==> src/rtl/gray_code_counter.sv <==
// gray_code_counter: up/down Gray-code word source with a valid/ready output.
// An internal binary count is kept; its Gray encoding is presented on
// gray_out. The count advances by one step per accepted word, can be
// parallel-loaded at any time, and signals wrap-around with a one-cycle pulse.
// Every output comes straight from a register.
module gray_code_counter #(
  parameter int WIDTH = 4
) (
  input  logic             clk,
  input  logic             rst,
  input  logic             en,
  input  logic             up,
  input  logic             load,
  input  logic [WIDTH-1:0] load_value,
  input  logic             out_ready,
  output logic             out_valid,
  output logic [WIDTH-1:0] gray_out,
  output logic [WIDTH-1:0] bin_count,
  output logic             wrap
);

  // IDLE offers nothing. RUN offers the current word to the sink.
  typedef enum logic {
    IDLE = 1'b0,
    RUN  = 1'b1
  } state_t;

  localparam logic [WIDTH-1:0] COUNT_MAX = '1;
  localparam logic [WIDTH-1:0] COUNT_ONE = {{(WIDTH-1){1'b0}}, 1'b1};

  state_t           state_reg, state_next;
  logic [WIDTH-1:0] count_reg, count_next;
  logic [WIDTH-1:0] gray_reg, gray_next;
  logic             wrap_reg, wrap_next;
  logic             accept;

  // A word is delivered only while it is offered and the sink takes it.
  assign accept = (state_reg == RUN) && out_ready;

  // Next-state, next-count and wrap decision. Load overrides all of them.
  always_comb begin
    state_next = state_reg;
    count_next = count_reg;
    wrap_next  = 1'b0;
    if (load) begin
      // A word accepted in this same cycle still counts as delivered,
      // but its advance is discarded in favour of the loaded value.
      count_next = load_value;
      state_next = IDLE;
    end else begin
      case (state_reg)
        IDLE: begin
          // Start offering the current count unchanged. No advance here.
          if (en) begin
            state_next = RUN;
          end
        end
        RUN: begin
          // Without an accept, everything holds, whatever en and up are.
          if (accept) begin
            if (up) begin
              count_next = count_reg + COUNT_ONE;
              wrap_next  = (count_reg == COUNT_MAX);
            end else begin
              count_next = count_reg - COUNT_ONE;
              wrap_next  = (count_reg == '0);
            end
            state_next = en ? RUN : IDLE;
          end
        end
        default: begin
          state_next = IDLE;
        end
      endcase
    end
  end

  // Gray encode the next count so gray_out is registered together with
  // bin_count. Each bit is the XOR of a bit and its upper neighbour, and the
  // MSB passes straight through.
  generate
    for (genvar gi = 0; gi < WIDTH - 1; gi++) begin : g_gray_bit
      assign gray_next[gi] = count_next[gi] ^ count_next[gi+1];
    end
  endgenerate
  assign gray_next[WIDTH-1] = count_next[WIDTH-1];

  // State, count, Gray word and wrap pulse registers. The async reset forces
  // the idle/zero state at once, with no clock needed.
  always_ff @(posedge clk or negedge rst) begin
    if (!rst) begin
      state_reg <= IDLE;
      count_reg <= '0;
      gray_reg  <= '0;
      wrap_reg  <= 1'b0;
    end else begin
      state_reg <= state_next;
      count_reg <= count_next;
      gray_reg  <= gray_next;
      wrap_reg  <= wrap_next;
    end
  end

  assign out_valid = (state_reg == RUN);
  assign gray_out  = gray_reg;
  assign bin_count = count_reg;
  assign wrap      = wrap_reg;

endmodule

==> config.mk <==
export PLATFORM = sky130hd
export DESIGN_NAME = gray_code_counter
export DESIGN_NICKNAME = d
export VERILOG_FILES = /design/src/rtl/gray_code_counter.sv
export SDC_FILE = /design/constraint.sdc
export NUM_CORES = 1
export LEC_CHECK = 0
export ABC_CLOCK_PERIOD_IN_PS = 2810
export BUFFER_PORTS_ARGS = -buffer_cell sky130_fd_sc_hd__buf_4
export CAP_MARGIN = 20
export CORE_AREA = 5 5 42 44
export CTS_CLUSTER_SIZE = 30
export DETAILED_ROUTE_END_ITERATION = 10
export DIE_AREA = 0 0 47 49
export GPL_ROUTABILITY_DRIVEN = 0
export PLACE_DENSITY = 0.66
export SLEW_MARGIN = 10
export SYNTH_ARGS = -nofsm -noshare
export SYNTH_HDL_FRONTEND = slang
export SYNTH_SLANG_ARGS = --single-unit
==> constraint.sdc <==
create_clock -name clk -period 2.81 [get_ports clk]
set_clock_uncertainty 0.15 [all_clocks]
set_input_delay 0.281 -clock clk [delete_from_list [all_inputs] [get_ports clk]]
set_output_delay 0.281 -clock clk [all_outputs]
set_load 0.005 [all_outputs]
Word-level counts from Yosys, hierarchy flattened
Index checks and enable logic that the tools add are counted.
{"block": "totals", "inputBits": 10, "reg_bits": 10, "elab_cells": 25, "out_inout_bits": 10}
{"block": "classes", "n_reduce_logical": 2, "addsub": 2, "muxes": 12, "n_eq_ne": 1, "n_bitwise": 4}
{"op": "4-bit 2-to-1 mux", "n": 4}
{"op": "1-bit 2-to-1 mux", "n": 7}
{"op": "4-bit by 1-bit adder with 4-bit output, second input constant", "n": 1}
{"op": "4-bit == test, second input constant", "n": 1}
{"op": "4-bit logical NOT", "n": 1}
{"op": "4-bit by 1-bit subtractor with 4-bit output, second input constant", "n": 1}
{"op": "1-bit XOR", "n": 3}
{"op": "1-bit case mux with 2 select lines", "n": 1}
{"op": "1-bit logical AND", "n": 1}
{"op": "1-bit inverter", "n": 1}

Logic depth before layout (Yosys ltp)
{"block": "logic_depth", "ltp_word": 6, "mapped_depth": 7, "ltp_nobuf": 7}

Worst setup path before layout
Ideal clock, no wire load.
{"block": "synth_timing", "path_kind": "reg-to-reg", "from": "reg count_reg[0], in the netlist bin_count[0]", "to": "reg gray_reg[1], in the netlist gray_out[1]", "setup_slack_ps": 1085, "arrival_time_ps": 1448, "stages_incl_launch_ff": 8, "synth_period_minus_slack_ps": 1725, "required_time_ps": 2532, "cell_sequence": "dfrtp_1 > inv_1 > fa_1 > xnor2_1 > nand3_1 > a21oi_1 > a21oi_2 > xnor2_1"}
{"block": "synth_via", "elab_chain_cells": 6}
{"element": "start: declaration", "line": "32", "source": "logic [WIDTH-1:0] count_reg, count_next;"}
{"element": "start signal: assignment", "line": "98", "source": "count_reg <= count_next;"}
{"element": "4-bit by 1-bit subtractor with 4-bit output or 4-bit by 1-bit adder with 4-bit output (tied branches)", "line": "65, 62"}
{"element": "4-bit 2-to-1 mux *", "line": "61", "source": "if (up) begin"}
{"element": "4-bit 2-to-1 mux *", "line": "60", "source": "if (accept) begin"}
{"element": "4-bit 2-to-1 mux *", "line": "51", "source": "case (state_reg)"}
{"element": "4-bit 2-to-1 mux *", "line": "45", "source": "if (load) begin"}
{"element": "1-bit XOR *", "line": "83", "source": "assign gray_next[gi] = count_next[gi] ^ count_next[gi+1];"}
{"element": "via gray_next[1]", "line": "33", "source": "logic [WIDTH-1:0] gray_reg, gray_next;"}
{"element": "end signal: assignment", "line": "99", "source": "gray_reg <= gray_next;"}
{"element": "end: declaration", "line": "33"}
Mark *: on every way through the listed nets, which the timed path passes. The rest lies on a longest branch.

Worst setup path after layout
{"block": "layout_timing", "from": "reg count_reg[0], in the netlist bin_count[0]", "to": "reg gray_reg[2], in the netlist gray_out[2]"}
The elaborated chain is that of the path after synthesis.

==> run_results.csv <==
group,metric,value,unit
run_status,outcome,"completed",
clock_tree,clkLatencyLatePin,0.26,ns
critical_path,endpoint_kind,"flip-flop",
grt,grt_pass1_wl,2080,µm
sta,hold_violations,0,
grt,grt_max_degree,15,
power_and_ir_drop,combPwrFrac,30.8,%
min_path,holdCritPathClass,"input pin to flip-flop",
detailed_routing,postRouteAntennaNets,0,
detailed_routing,vias,450,
synth,synth-seq-area-share,43.4,%
synth,yosysTopAreaCell,"dfrtp_1",
critical_path,path_max_fanout,4,
floorplanning,fp.dieH,49,µm
finish,largest_reg_flops,4,
sta,setup_viol,0,
synth,synth_top_area_share,43.4,%
finish,drive_gt1_share,32.5,%
sta,max_slew_margin,79.2,%
detailed_routing,wirelength,1170,µm
clock_tree,clk_path_buf_depth,2,
floorplanning,die_area,2300,µm²
synth,netlist_area,519,µm²
critical_path,cp.required,2.83,ns
critical_path,setup.worst_path.start_class,"flip-flop",
finish,area_delta_synth_final,34.7,%
power_and_ir_drop,p_int,0.264,mW
sta,whs,0.0957,ns
detailed_routing,wl_met3,97,µm
clock_tree,clk_pin_slew,0.06,ns
floorplanning,start_util,37.1,%
placed_design,dp_hpwl,961,µm
clock_tree,htree_levels,1,
sta,fmax,0.539,GHz
grt,first_global_vias,487,
floorplanning,rows,14,
clock_tree,cts_root_buffer,"clkbuf_4",
synth,syn_inst,55,
detailed_routing,drtPass1Iterations,2,
floorplanning,ioPinCount,20,
finish,design_area,699,µm²
sta,fin_crit,1.85,ns
detailed_routing,highest_layer,"met4",
grt,grt.overflow.total,0,
synth,synth_most_common_cell,"dfrtp_1",
critical_path,crit_arrival,1.87,ns
detailed_routing,met2_length,596,µm
critical_path,critPathKind,"flip-flop to flip-flop",
sta,maxSlewViolCount,0,
sta,tightest_slew,0.309,ns
power_and_ir_drop,power.share.clock,26.4,%
placed_design,portBuffers,19,
synth,synth_cell_types,24,
flow_run,max_cap_violations,0,
synth,synth_fp_nets,68,
detailed_routing,drtIter0Drc,3,
power_and_ir_drop,p_seq_share,42.9,%
detailed_routing,remaining_drc_errors,0,
sta,finalCritPeriodShare,66.0,%
synth,synth_edf_count,0,
detailed_routing,via_per_inst,4.84,
power_and_ir_drop,vdd_drop_max,0.289,mV
sta,rsz0062_at_grt,"false",
detailed_routing,wl_met1,458,µm
floorplanning,die_x,47,µm
power_and_ir_drop,swShare,29.8,%
detailed_routing,avgRoutedWirePerCell,12.6,µm
synth,async_reset_ff_share,100,%
grt,globalRouteTotalUtil,12.4,%
synth,syn_avg_cell_area,9.44,µm²
finish,final_cells,93,
synth,yosys-top-cells-count,"9 x dfrtp_1, 6 x inv_1, 5 x a21oi_1",
clock_tree,cts_setup_buffers,0,
sta,tns,0,ns
placed_design,dp_cells,88,
power_and_ir_drop,powerDensity,539,nW/µm²
synth,synthFlopType,"dfrtp_1",
finish,nets,91,
placed_design,postPlaceCellArea,663,µm²
clock_tree,clock-sinks,9,
clock_tree,cts_tree,"yes",
finish,diodes,0,
synth,synth_seq_cells,9,
power_and_ir_drop,p_leak,0.342,nW
floorplanning,core,1400,µm²
power_and_ir_drop,switchingPower,0.112,mW
synth,ys_warn_count,0,
grt,grt_antenna_before_repair,0,
clock_tree,cts_made_buffers,3,
synth,synth_area_leaders,"dfrtp_1 43%, xnor2_1 6.7%, a21oi_1 4.8%",
==> area by class of cell <==
cell class,count,area [µm²]
Timing Repair Buffer,20,153
Clock buffer,4,26.3
Tap cell,16,20.0
Inverter,6,22.5
Sequential cell,9,225
Multi-Input combinational cell,38,253
Fill cell,136,702
==> metrics by stage <==
stage	total power [mW]	setup slack, ns	utilization [%]
detailed placement	0.281	0.995	47.3
global placement	0.278	1.04	47.3
CTS	0.383	0.963	49.9
finish	0.377	0.956	49.9
floorplan	0.224	1.08	-
global route	0.410	0.792	49.9
==> final timing paths <==
kind                                             start                endpoint  slack [ns]  cells after the start
worst min register to register     out_valid$_DFF_PN0_     out_valid$_DFF_PN0_        0.45                      2
worst max register to register  bin_count[0]$_DFF_PN0_   gray_out[2]$_DFF_PN0_        0.96                      7
max in group asynchronous                          rst  bin_count[1]$_DFF_PN0_        2.14                      2
min in group asynchronous                          rst          wrap$_DFF_PN0_        0.23                      2
worst max-delay path            bin_count[0]$_DFF_PN0_   gray_out[2]$_DFF_PN0_        0.96                      7
worst min-delay path                                en     out_valid$_DFF_PN0_         0.1                      3
==> power by group through the flow <==
stage	combinational [mW]	clock [mW]	sequential, mW
global route	0.130	0.116	0.164
floorplan	0.0601	0	0.164
finish	0.116	0.0993	0.161
CTS	0.118	0.103	0.162
detailed placement	0.116	0	0.164
global placement	0.115	0	0.164
==> logic make-up (layout without fill, tap and decap cells) <==
| logic type | after synthesis | count (layout) | synth area share [%] |
|---|---|---|---|
| compound gates | 11 | 11 | 12.0 |
| xor+xnor | 5 | 5 | 8.43 |
| fa+ha+maj | 3 | 3 | 8.67 |
| buf+inv | 8 | 30 | 7.95 |
| flops | 9 | 9 | 43.4 |
| simple gates | 19 | 19 | 19.5 |
==> layer usage <==
metal | track usage (%) | up-vias
met5 | 0 | -
li1 | - | 231
met4 | 6.45 | 0
met2 | 19.2 | 14
met3 | 4.06 | 4
met1 | 14.4 | 201
==> critical path, stage by stage, from the launching register on <==
cell and delay, ns:
dfrtp_1 0.39, inv_1 0.11, fa_1 0.41, xnor2_1 0.17, nand3_1 0.09, a21oi_1 0.19, a21oi_2 0.08, xnor2_1 0.18
==> cell usage in the layout, fill, tap and decap left out <==
cell and instances:
a21o_1 1, a21oi_1 5, a21oi_2 1, a31oi_1 1
buf_4 19, clkbuf_1 1, clkbuf_4 3, dfrtp_1 9
dlygate4sd3_1 1, fa_1 1, ha_1 2, inv_1 6
nand2_1 4, nand2_2 1, nand3_1 2, nand3_2 1
nand4_1 1, nor2_1 3, nor3_1 3, nor3b_1 1
nor4_1 1, o21ai_1 3, or3_1 1, or4_1 1
xnor2_1 4, xor2_1 1
==> timing repair <==
item / CTS / global route
gates resized for setup: 0 / 0
hold buffers: 1 / 0
endpoints found under the hold margin: 9 / 0
(Power assumes the default switching activity.)
